===== src/rtl/dcache_port_arbiter.sv =====
// Shares the single D-cache port between load misses and store-buffer drains.
// state: IDLE | arbitrate, LOAD | load miss in flight, DRAIN | store-buffer head being written
module dcache_port_arbiter #(
    parameter int ADDR_W       = 32,
    parameter int DATA_W       = 32,
    parameter int STARVE_LIMIT = 8
) (
    input  logic              i_clk,
    input  logic              i_rst,
    input  logic              i_ld_req,
    input  logic [ADDR_W-1:0] i_ld_addr,
    input  logic              i_sb_valid,
    input  logic              i_sb_full,
    input  logic [ADDR_W-1:0] i_sb_addr,
    input  logic [DATA_W-1:0] i_sb_data,
    input  logic              i_sb_byte,
    input  logic              i_flush_req,
    input  logic              i_cache_done,
    input  logic [DATA_W-1:0] i_cache_rdata,
    output logic              o_cache_req,
    output logic              o_cache_we,
    output logic [ADDR_W-1:0] o_cache_addr,
    output logic [DATA_W-1:0] o_cache_wdata,
    output logic              o_cache_byte,
    output logic              o_ld_done,
    output logic [DATA_W-1:0] o_ld_rdata,
    output logic              o_sb_pop,
    output logic              o_flush_done,
    output logic              o_pipe_stall
);

    localparam int CNT_W = $clog2(STARVE_LIMIT + 1);
    localparam logic [CNT_W-1:0] CNT_MAX = CNT_W'(STARVE_LIMIT);

    typedef enum logic [1:0] {
        S_IDLE  = 2'd0,
        S_LOAD  = 2'd1,
        S_DRAIN = 2'd2
    } state_t;

    state_t             r_state;
    state_t             w_state_nxt;
    logic               w_grant_ld;
    logic               w_grant_dr;
    logic               w_mask;
    logic               w_ld_fin;
    logic               w_dr_fin;
    logic               w_flush_clr;

    logic [CNT_W-1:0]   r_starve_cnt;
    logic               r_flush_pend;
    logic               r_we;
    logic               r_byte;
    logic [ADDR_W-1:0]  r_addr;
    logic [DATA_W-1:0]  r_wdata;
    logic               r_ld_done;
    logic [DATA_W-1:0]  r_ld_rdata;
    logic               r_sb_pop;

    // The completion pulse cycle is dead time: the store buffer has not yet
    // retired the popped head, so granting here would re-drain stale data.
    assign w_mask      = r_sb_pop | r_ld_done;
    assign w_ld_fin    = (r_state == S_LOAD)  & i_cache_done;
    assign w_dr_fin    = (r_state == S_DRAIN) & i_cache_done;
    assign w_flush_clr = (r_state == S_IDLE) & r_flush_pend & ~i_sb_valid & ~r_sb_pop;

    always_comb begin
        w_state_nxt = r_state;
        w_grant_ld  = 1'b0;
        w_grant_dr  = 1'b0;
        case (r_state)
            S_IDLE: begin
                if (!w_mask) begin
                    if (r_flush_pend && i_sb_valid)                   w_grant_dr = 1'b1;
                    else if (i_sb_full)                               w_grant_dr = 1'b1;
                    else if (i_sb_valid && r_starve_cnt == CNT_MAX)   w_grant_dr = 1'b1;
                    else if (i_ld_req && !r_flush_pend)               w_grant_ld = 1'b1;
                    else if (i_sb_valid)                              w_grant_dr = 1'b1;
                end
                if (w_grant_ld) w_state_nxt = S_LOAD;
                if (w_grant_dr) w_state_nxt = S_DRAIN;
            end
            S_LOAD:  if (i_cache_done) w_state_nxt = S_IDLE;
            S_DRAIN: if (i_cache_done) w_state_nxt = S_IDLE;
            default: w_state_nxt = S_IDLE;
        endcase
    end

    always_ff @(posedge i_clk) begin
        if (i_rst) begin
            r_state    <= S_IDLE;
            r_ld_done  <= 1'b0;
            r_sb_pop   <= 1'b0;
            r_ld_rdata <= '0;
        end else begin
            r_state   <= w_state_nxt;
            r_ld_done <= w_ld_fin;
            r_sb_pop  <= w_dr_fin;
            if (w_ld_fin) r_ld_rdata <= i_cache_rdata;
        end
    end

    always_ff @(posedge i_clk) begin
        if (i_rst) begin
            r_we    <= 1'b0;
            r_byte  <= 1'b0;
            r_addr  <= '0;
            r_wdata <= '0;
        end else if (w_grant_ld) begin
            r_we    <= 1'b0;
            r_byte  <= 1'b0;
            r_addr  <= i_ld_addr;
            r_wdata <= '0;
        end else if (w_grant_dr) begin
            r_we    <= 1'b1;
            r_byte  <= i_sb_byte;
            r_addr  <= i_sb_addr;
            r_wdata <= i_sb_data;
        end
    end

    always_ff @(posedge i_clk) begin
        if (i_rst) begin
            r_starve_cnt <= '0;
            r_flush_pend <= 1'b0;
        end else begin
            if (!i_sb_valid || w_grant_dr)
                r_starve_cnt <= '0;
            else if (w_grant_ld && r_starve_cnt != CNT_MAX)
                r_starve_cnt <= r_starve_cnt + CNT_W'(1);

            // a request arriving in the completion cycle is already covered
            if (w_flush_clr)
                r_flush_pend <= 1'b0;
            else if (i_flush_req)
                r_flush_pend <= 1'b1;
        end
    end

    assign o_cache_req   = (r_state != S_IDLE);
    assign o_cache_we    = r_we;
    assign o_cache_addr  = r_addr;
    assign o_cache_wdata = r_wdata;
    assign o_cache_byte  = r_byte;
    assign o_ld_done     = r_ld_done;
    assign o_ld_rdata    = r_ld_rdata;
    assign o_sb_pop      = r_sb_pop;
    assign o_flush_done  = w_flush_clr;
    assign o_pipe_stall  = (i_ld_req & ~r_ld_done) | r_flush_pend;

endmodule


===== config.mk =====
export PLATFORM = sky130hd
export DESIGN_NAME = dcache_port_arbiter
export DESIGN_NICKNAME = d
export VERILOG_FILES = /design/src/rtl/dcache_port_arbiter.sv
export SDC_FILE = /design/constraint.sdc
export NUM_CORES = 1
export LEC_CHECK = 0
export BUFFER_PORTS_ARGS = -buffer_cell sky130_fd_sc_hd__buf_4
export CORE_ASPECT_RATIO = 0.9
export CORE_MARGIN = 5
export CORE_UTILIZATION = 43
export CTS_CLUSTER_DIAMETER = 30
export CTS_CLUSTER_SIZE = 28
export DETAILED_ROUTE_END_ITERATION = 10
export PLACE_DENSITY = 0.9
export SYNTH_ARGS = -nofsm -noshare
export SYNTH_HDL_FRONTEND = slang
export SYNTH_SLANG_ARGS = --single-unit

===== constraint.sdc =====
create_clock -name i_clk -period 2.3 [get_ports i_clk]
set_input_delay 0.23 -clock i_clk [delete_from_list [all_inputs] [get_ports i_clk]]
set_output_delay 0.23 -clock i_clk [all_outputs]
set_load 0.05 [all_outputs]

=== Word level (Yosys, flattened, before mapping) ===
Cells that the tools add are included.

* Logic and storage cells: 64
* Flip-flop bits (word level): 107
* Output and inout bits: 103

* Muxes and demuxes: 21
* Reductions and logical operators: 15
* Bitwise gates (word level): 11
* Eq/ne operators: 6
* Add/subtract/negate cells: 1

{| class="wikitable"
|+ Operator list
! kind !! number
|-
| $mux 32 || 2
|-
| $mux 1 || 15
|-
| $reduce_or 2->1 || 4
|-
| $and 1x1->1 || 6
|-
| $mux 2 || 3
|-
| $add 4x1->4 const B || 1
|-
| $eq 4x4->1 const B || 1
|-
| $logic_and 1x1->1 || 4
|-
| $ne 4x4->1 const B || 1
|-
| $pmux 2 s2 || 1
|-
| $reduce_bool 2->1 || 2
|-
| $ne 3x1->1 const B || 1
|-
| $not 1->1 || 3
|-
| $eq 2x1->1 const B || 1
|-
| $eq 2x2->1 const B || 1
|-
| $logic_not 1->1 || 2
|-
| $logic_not 2->1 || 1
|-
| $ne 2x1->1 const B || 1
|-
| $or 1x1->1 || 2
|-
| $reduce_and 2->1 || 1
|-
| $logic_or 1x1->1 || 1
|}

=== Logic depth before layout (Yosys ltp) ===
* Depth in word-level cells: 11
* Mapped depth: 9

=== Least setup slack after synthesis ===
No wires, ideal clock.

* Kind: register -> register
* Start point: register r_state[0]
* End point: register r_flush_pend
* Buffers on the path: 0
* Library setup time: 0.210 ns
* Path slack: -0.524 ns
* Required time: 2.090 ns
* Period minus slack after synthesis: 2.824 ns
* Arrival time: 2.614 ns
* Stages on the path, launching flop included: 6
* Cell sequence: dfxtp_1 -> inv_1 -> ha_1 -> inv_1 -> nor4b_1 -> nor3_1

* Cells in the longest elaborated chain, start to end: 5

{| class="wikitable"
|+ RTL lines
! item !! line !! text
|-
| from (decl) || 41 || <nowiki>state_t r_state;</nowiki>
|-
| from (signal assigned) || 96 || <nowiki>r_state <= w_state_nxt;</nowiki>
|-
| $logic_not 2->1 || 65 || <nowiki>assign w_flush_clr = (r_state == S_IDLE) & r_flush_pend & ~i_sb_valid & ~r_sb_pop;</nowiki>
|-
| $and 1x1->1 (3 in series) || 65 ||
|-
| via o_flush_done || 28 || <nowiki>output logic o_flush_done,</nowiki>
|-
| $reduce_or 2->1 (no line) || n/a ||
|-
| to (signal assigned) || 125 || <nowiki>r_flush_pend <= 1'b0;</nowiki>
|-
| to (signal assigned) || 134 || <nowiki>r_flush_pend <= 1'b0;</nowiki>
|-
| to (signal assigned) || 136 || <nowiki>r_flush_pend <= 1'b1;</nowiki>
|-
| to (decl) || 51 || <nowiki>logic r_flush_pend;</nowiki>
|}

The timed path passes the listed nets, and every way through them passes these cells.
A chain may end at the register's enable or synchronous reset.

=== Final worst setup path ===
* Start point: register r_state[1]
* End point: register r_addr[8] (netlist: o_cache_addr[8])

* Cells in the longest elaborated chain, start to end: 3

{| class="wikitable"
|+ RTL lines
! item !! line !! text
|-
| $logic_not 2->1 * || 71 || <nowiki>case (r_state)</nowiki>
|-
| $mux 1 || 71 ||
|-
| $mux 32 / $reduce_bool 2->1 (equally long branches) || n/a ||
|-
| to (signal assigned) || 112 || <nowiki>r_addr <= i_ld_addr;</nowiki>
|-
| to (signal assigned) || 117 || <nowiki>r_addr <= i_sb_addr;</nowiki>
|-
| to (decl) || 54 || <nowiki>logic [ADDR_W-1:0] r_addr;</nowiki>
|}

Mark *: on every way between the ends. The rest lies on a longest branch, timed or not.

==> impl_metrics.csv <==
group,metric,value,unit
run_status,status,"complete, no violations",
timing,worstMarginPinSlew,1.05,ns
min_path,hold_class,"in2reg",
synth,netlist_instances,460,
synth,synth_cell_type_count,37,
power,ir_drop,0.409,mV
route,drtAntennaViolNets,0,
synth,syn_area_per_cell,8.88,um^2
finish,final_area,0.00617,mm^2
placement,hpwlAfterDp,9350,um
clocking,clk_pin_slew,0.11,ns
global_route,overflow,0,
synth,ys_ff_latch,107,
placement,numPortBuffers,238,
setup_path,startpoint,"r_state[1]",
synth,yosysSeqAreaShare,0.524,
floorplan,fp.dieH,102,um
setup_path,rrSetupSlack,0.19,ns
finish,diodes,0,
power,swShare,0.361,
run,drv_cap,0,
floorplan,initial_core_util,0.444,
floorplan,dieArea,0.0116,mm^2
synth,synth_top_area_frac,0.524,
clocking,root_buffer,"clkbuf_8",
timing,fin_tns_setup,0,ns
floorplan,fp-row-count,33,
setup_path,path_depth,7,
setup_path,path_buf_inv,2,
clocking,htree_levels,3,
global_route,antenna_found_initial,0,
route,viasPerCell,4.99,
floorplan,io_pins,239,
setup_path,critPathTopFamily,"simple AND/OR/NAND/NOR gates",
route,first_pass_iters,5,
power,p_switching,1.77,mW
clocking,ctsHoldBuffers,0,
floorplan,die_width,113,um
floorplan,core_area,0.00921,mm^2
power,power_density,792,mW/mm^2
synth,synth-compound-area-share,0.191,
placement,place.gp.congestion,0.829,
placement,postPlaceCellArea,0.00596,mm^2
global_route,grt_usage,0.198,
power,power_frac_comb,0.321,
timing,relSlewSlack,0.298,
clocking,cts_buffer_depth,2,
clocking,cts_made_buffers,9,
clocking,cts_setup_buffers,0,
synth,yosysWarnings,0,
finish,drive_above_1_share,0.394,
route,wl,11900,um
power,pwr-share-clk,0.244,
timing,hold_viol,0,
global_route,grt_start_max_net_pins,43,
setup_path,crit_required,2.55,ns
synth,synth_area,0.00409,mm^2
synth,synth_fa_ha_area_frac,0.0153,
setup_path,crit_chain,"inv_1 -> ha_1 -> or3b_1 -> a21oi_1 -> nor2_2 -> buf_4 -> a221o_1",
setup_path,slowest_delay,0.53,ns
power,p_leak,2.80,nW
setup_path,rr_startpoint,"r_state[1]",
synth,syn-num-nets,601,
clocking,cts_resized,0,
route,routedWlPerCell,14.7,um
power,intPower,3.12,mW
clocking,clk_latency,0.36,ns
route,via_count,4055,
setup_path,path_class,"reg2reg",
timing,rsz0062_at_grt,"no",
route,drtIter0Drc,255,
setup_path,worst_path_max_delay_cell,"or3b_1",
timing,setup_viol,0,
setup_path,r2r_end,"o_cache_addr[8]",
timing,post-route-min-period,2.11,ns
finish,syn2layout_area_growth,51.0,%
synth,synth-xor-area-share,0.00214,
global_route,grt_pass1_wl,18700,um
power,sequentialPowerShare,0.435,
synth,muxShareOfSynthArea,0.00276,
setup_path,worstPathArrival,2.36,ns
setup_path,r2r_cells,7,
route,drc,0,
global_route,grt_pass1_vias,4004,
timing,fmax,0.474,GHz
setup_path,crit_path_end,"o_cache_addr[8]",
clocking,cts_tree,"done",
setup_path,cp-end-kind,"flip-flop",
setup_path,crit_fanout,32,
clocking,clock-sinks,107,
synth,synth_simple_gate_area_frac,0.220,
synth,synth_top_family_by_area,"simple AND/OR/NAND/NOR gates",
setup_path,startpoint_type,"flip-flop",
timing,drv_slew,0,
synth,netlist.top_cell.by_area,"dfxtp_1",
finish,fill_cells,711,
timing,skew,0.0144,ns
finish,fin_nets,826,
synth,synth_area_leaders,"dfxtp_1, nand2_1, a21oi_1",
timing,fin_crit_sh,0.917,
-- registers in the layout, summed over array words and instances, names as in the netlist --
signal,count
o_cache_addr,32
o_cache_wdata,32
r_flush_pend,1
o_ld_done,1
o_cache_we,1
o_ld_rdata,32
r_starve_cnt,4
o_sb_pop,1
r_state,2
o_cache_byte,1
-- synth_stat cells (all sizes together) --
| cell | n |
|---|---|
| nand3 | 2 |
| a21o | 1 |
| inv | 6 |
| nor4 | 1 |
| a211oi | 1 |
| nand4b | 1 |
| nor4b | 1 |
| ha | 5 |
| clkbuf | 16 |
| and3b | 2 |
| o41ai | 1 |
| o21ai | 2 |
| a221o | 32 |
| a21oi | 70 |
| nand2b | 4 |
| a21boi | 1 |
| mux2 | 1 |
| dfxtp | 107 |
| xor2 | 1 |
| nand4 | 1 |
| a221oi | 1 |
| nor3 | 2 |
| a211o | 2 |
| nand2 | 133 |
| nand3b | 1 |
| and2 | 34 |
| nor3b | 2 |
| or3b | 2 |
| nor2 | 11 |
| a2111oi | 1 |
| buf | 15 |
-- area by class of cell --
type,instances,area (um^2),area share
clock buffers,10,128,0.0207
clock inverters,6,78.8,0.0128
inverters,6,22.5,0.00365
multi-input cells,316,1770,0.287
flip-flops and latches,107,2140,0.347
well taps,122,153,0.0247
repair buffers,245,1880,0.304
-- placed cells by master (no fill, tap or decap), types with 2 or more instances in the layout --
| master | synthesis | layout |
|---|---|---|
| buf_4 | 1 | 242 |
| nand2_1 | 133 | 133 |
| dfxtp_1 | 107 | 107 |
| a21oi_1 | 70 | 70 |
| a221o_1 | 32 | 32 |
| and2_1 | 31 | 31 |
| nor2_1 | 10 | 9 |
| clkbuf_8 | 0 | 9 |
| inv_1 | 6 | 6 |
| ha_1 | 5 | 5 |
| nand2b_1 | 4 | 4 |
| and2_2 | 3 | 3 |
| buf_12 | 0 | 3 |
| and3b_1 | 2 | 2 |
| or3b_1 | 2 | 2 |
| a211o_2 | 2 | 2 |
| nor2_2 | 1 | 2 |
| o21ai_0 | 2 | 2 |
| nand3_1 | 2 | 2 |
| nor3_1 | 2 | 2 |
| inv_6 | 0 | 2 |
| inv_8 | 0 | 2 |
-- kinds of logic (layout without fill, tap and decap cells) --
| family | count (synthesis) | after routing |
|---|---|---|
| simple gates | 197 | 197 |
| compound gates | 112 | 112 |
| flops | 107 | 107 |
| buf+inv | 37 | 267 |
| fa+ha+maj | 5 | 5 |
| xor+xnor | 1 | 1 |
| mux | 1 | 1 |
-- power groups by stage --
stage | logic, mW | clock network (mW) | registers [mW]
5_1_grt | 1.66 | 1.31 | 2.14
3_3_place_gp | 1.55 | 0 | 2.16
4_1_cts | 1.58 | 1.23 | 2.12
3_5_place_dp | 1.58 | 0 | 2.16
2_1_floorplan | 0.469 | 0 | 2.71
6_report | 1.57 | 1.19 | 2.12
-- metrics by stage --
stage | utilization | setup slack [ns] | total power [mW] | cells | hold WS [ns]
2_1_floorplan | - | 0.228 | 3.18 | 460 | 0.366
3_3_place_gp | 0.648 | 0.294 | 3.71 | 796 | 0.441
3_5_place_dp | 0.648 | 0.194 | 3.74 | 796 | 0.447
4_1_cts | 0.670 | 0.184 | 4.93 | 812 | 0.0644
5_1_grt | 0.670 | 0.0597 | 5.12 | 812 | 0.0652
6_report | 0.670 | 0.191 | 4.88 | 812 | 0.0814
-- worst min path at each step --
stage	from	endpoint	slack [ns]	depth (start not counted)
floorplan	i_sb_byte	o_cache_byte	0.37	2
global placement	o_ld_rdata[7]	o_ld_rdata[7]	0.44	2
detailed placement	o_ld_rdata[8]	o_ld_rdata[8]	0.45	2
CTS	i_ld_addr[14]	o_cache_addr[14]	0.06	2
global route	i_ld_addr[10]	o_cache_addr[10]	0.07	2
finish	i_ld_addr[14]	o_cache_addr[14]	0.08	2
-- routing by layer --
metal | share of wire | global-route usage
met5 | 0 | 0
met4 | 0.018 | 0.0610
met3 | 0.089 | 0.0639
met2 | 0.51 | 0.360
met1 | 0.39 | 0.222
Note: power is estimated with default switching activity, not from simulation.
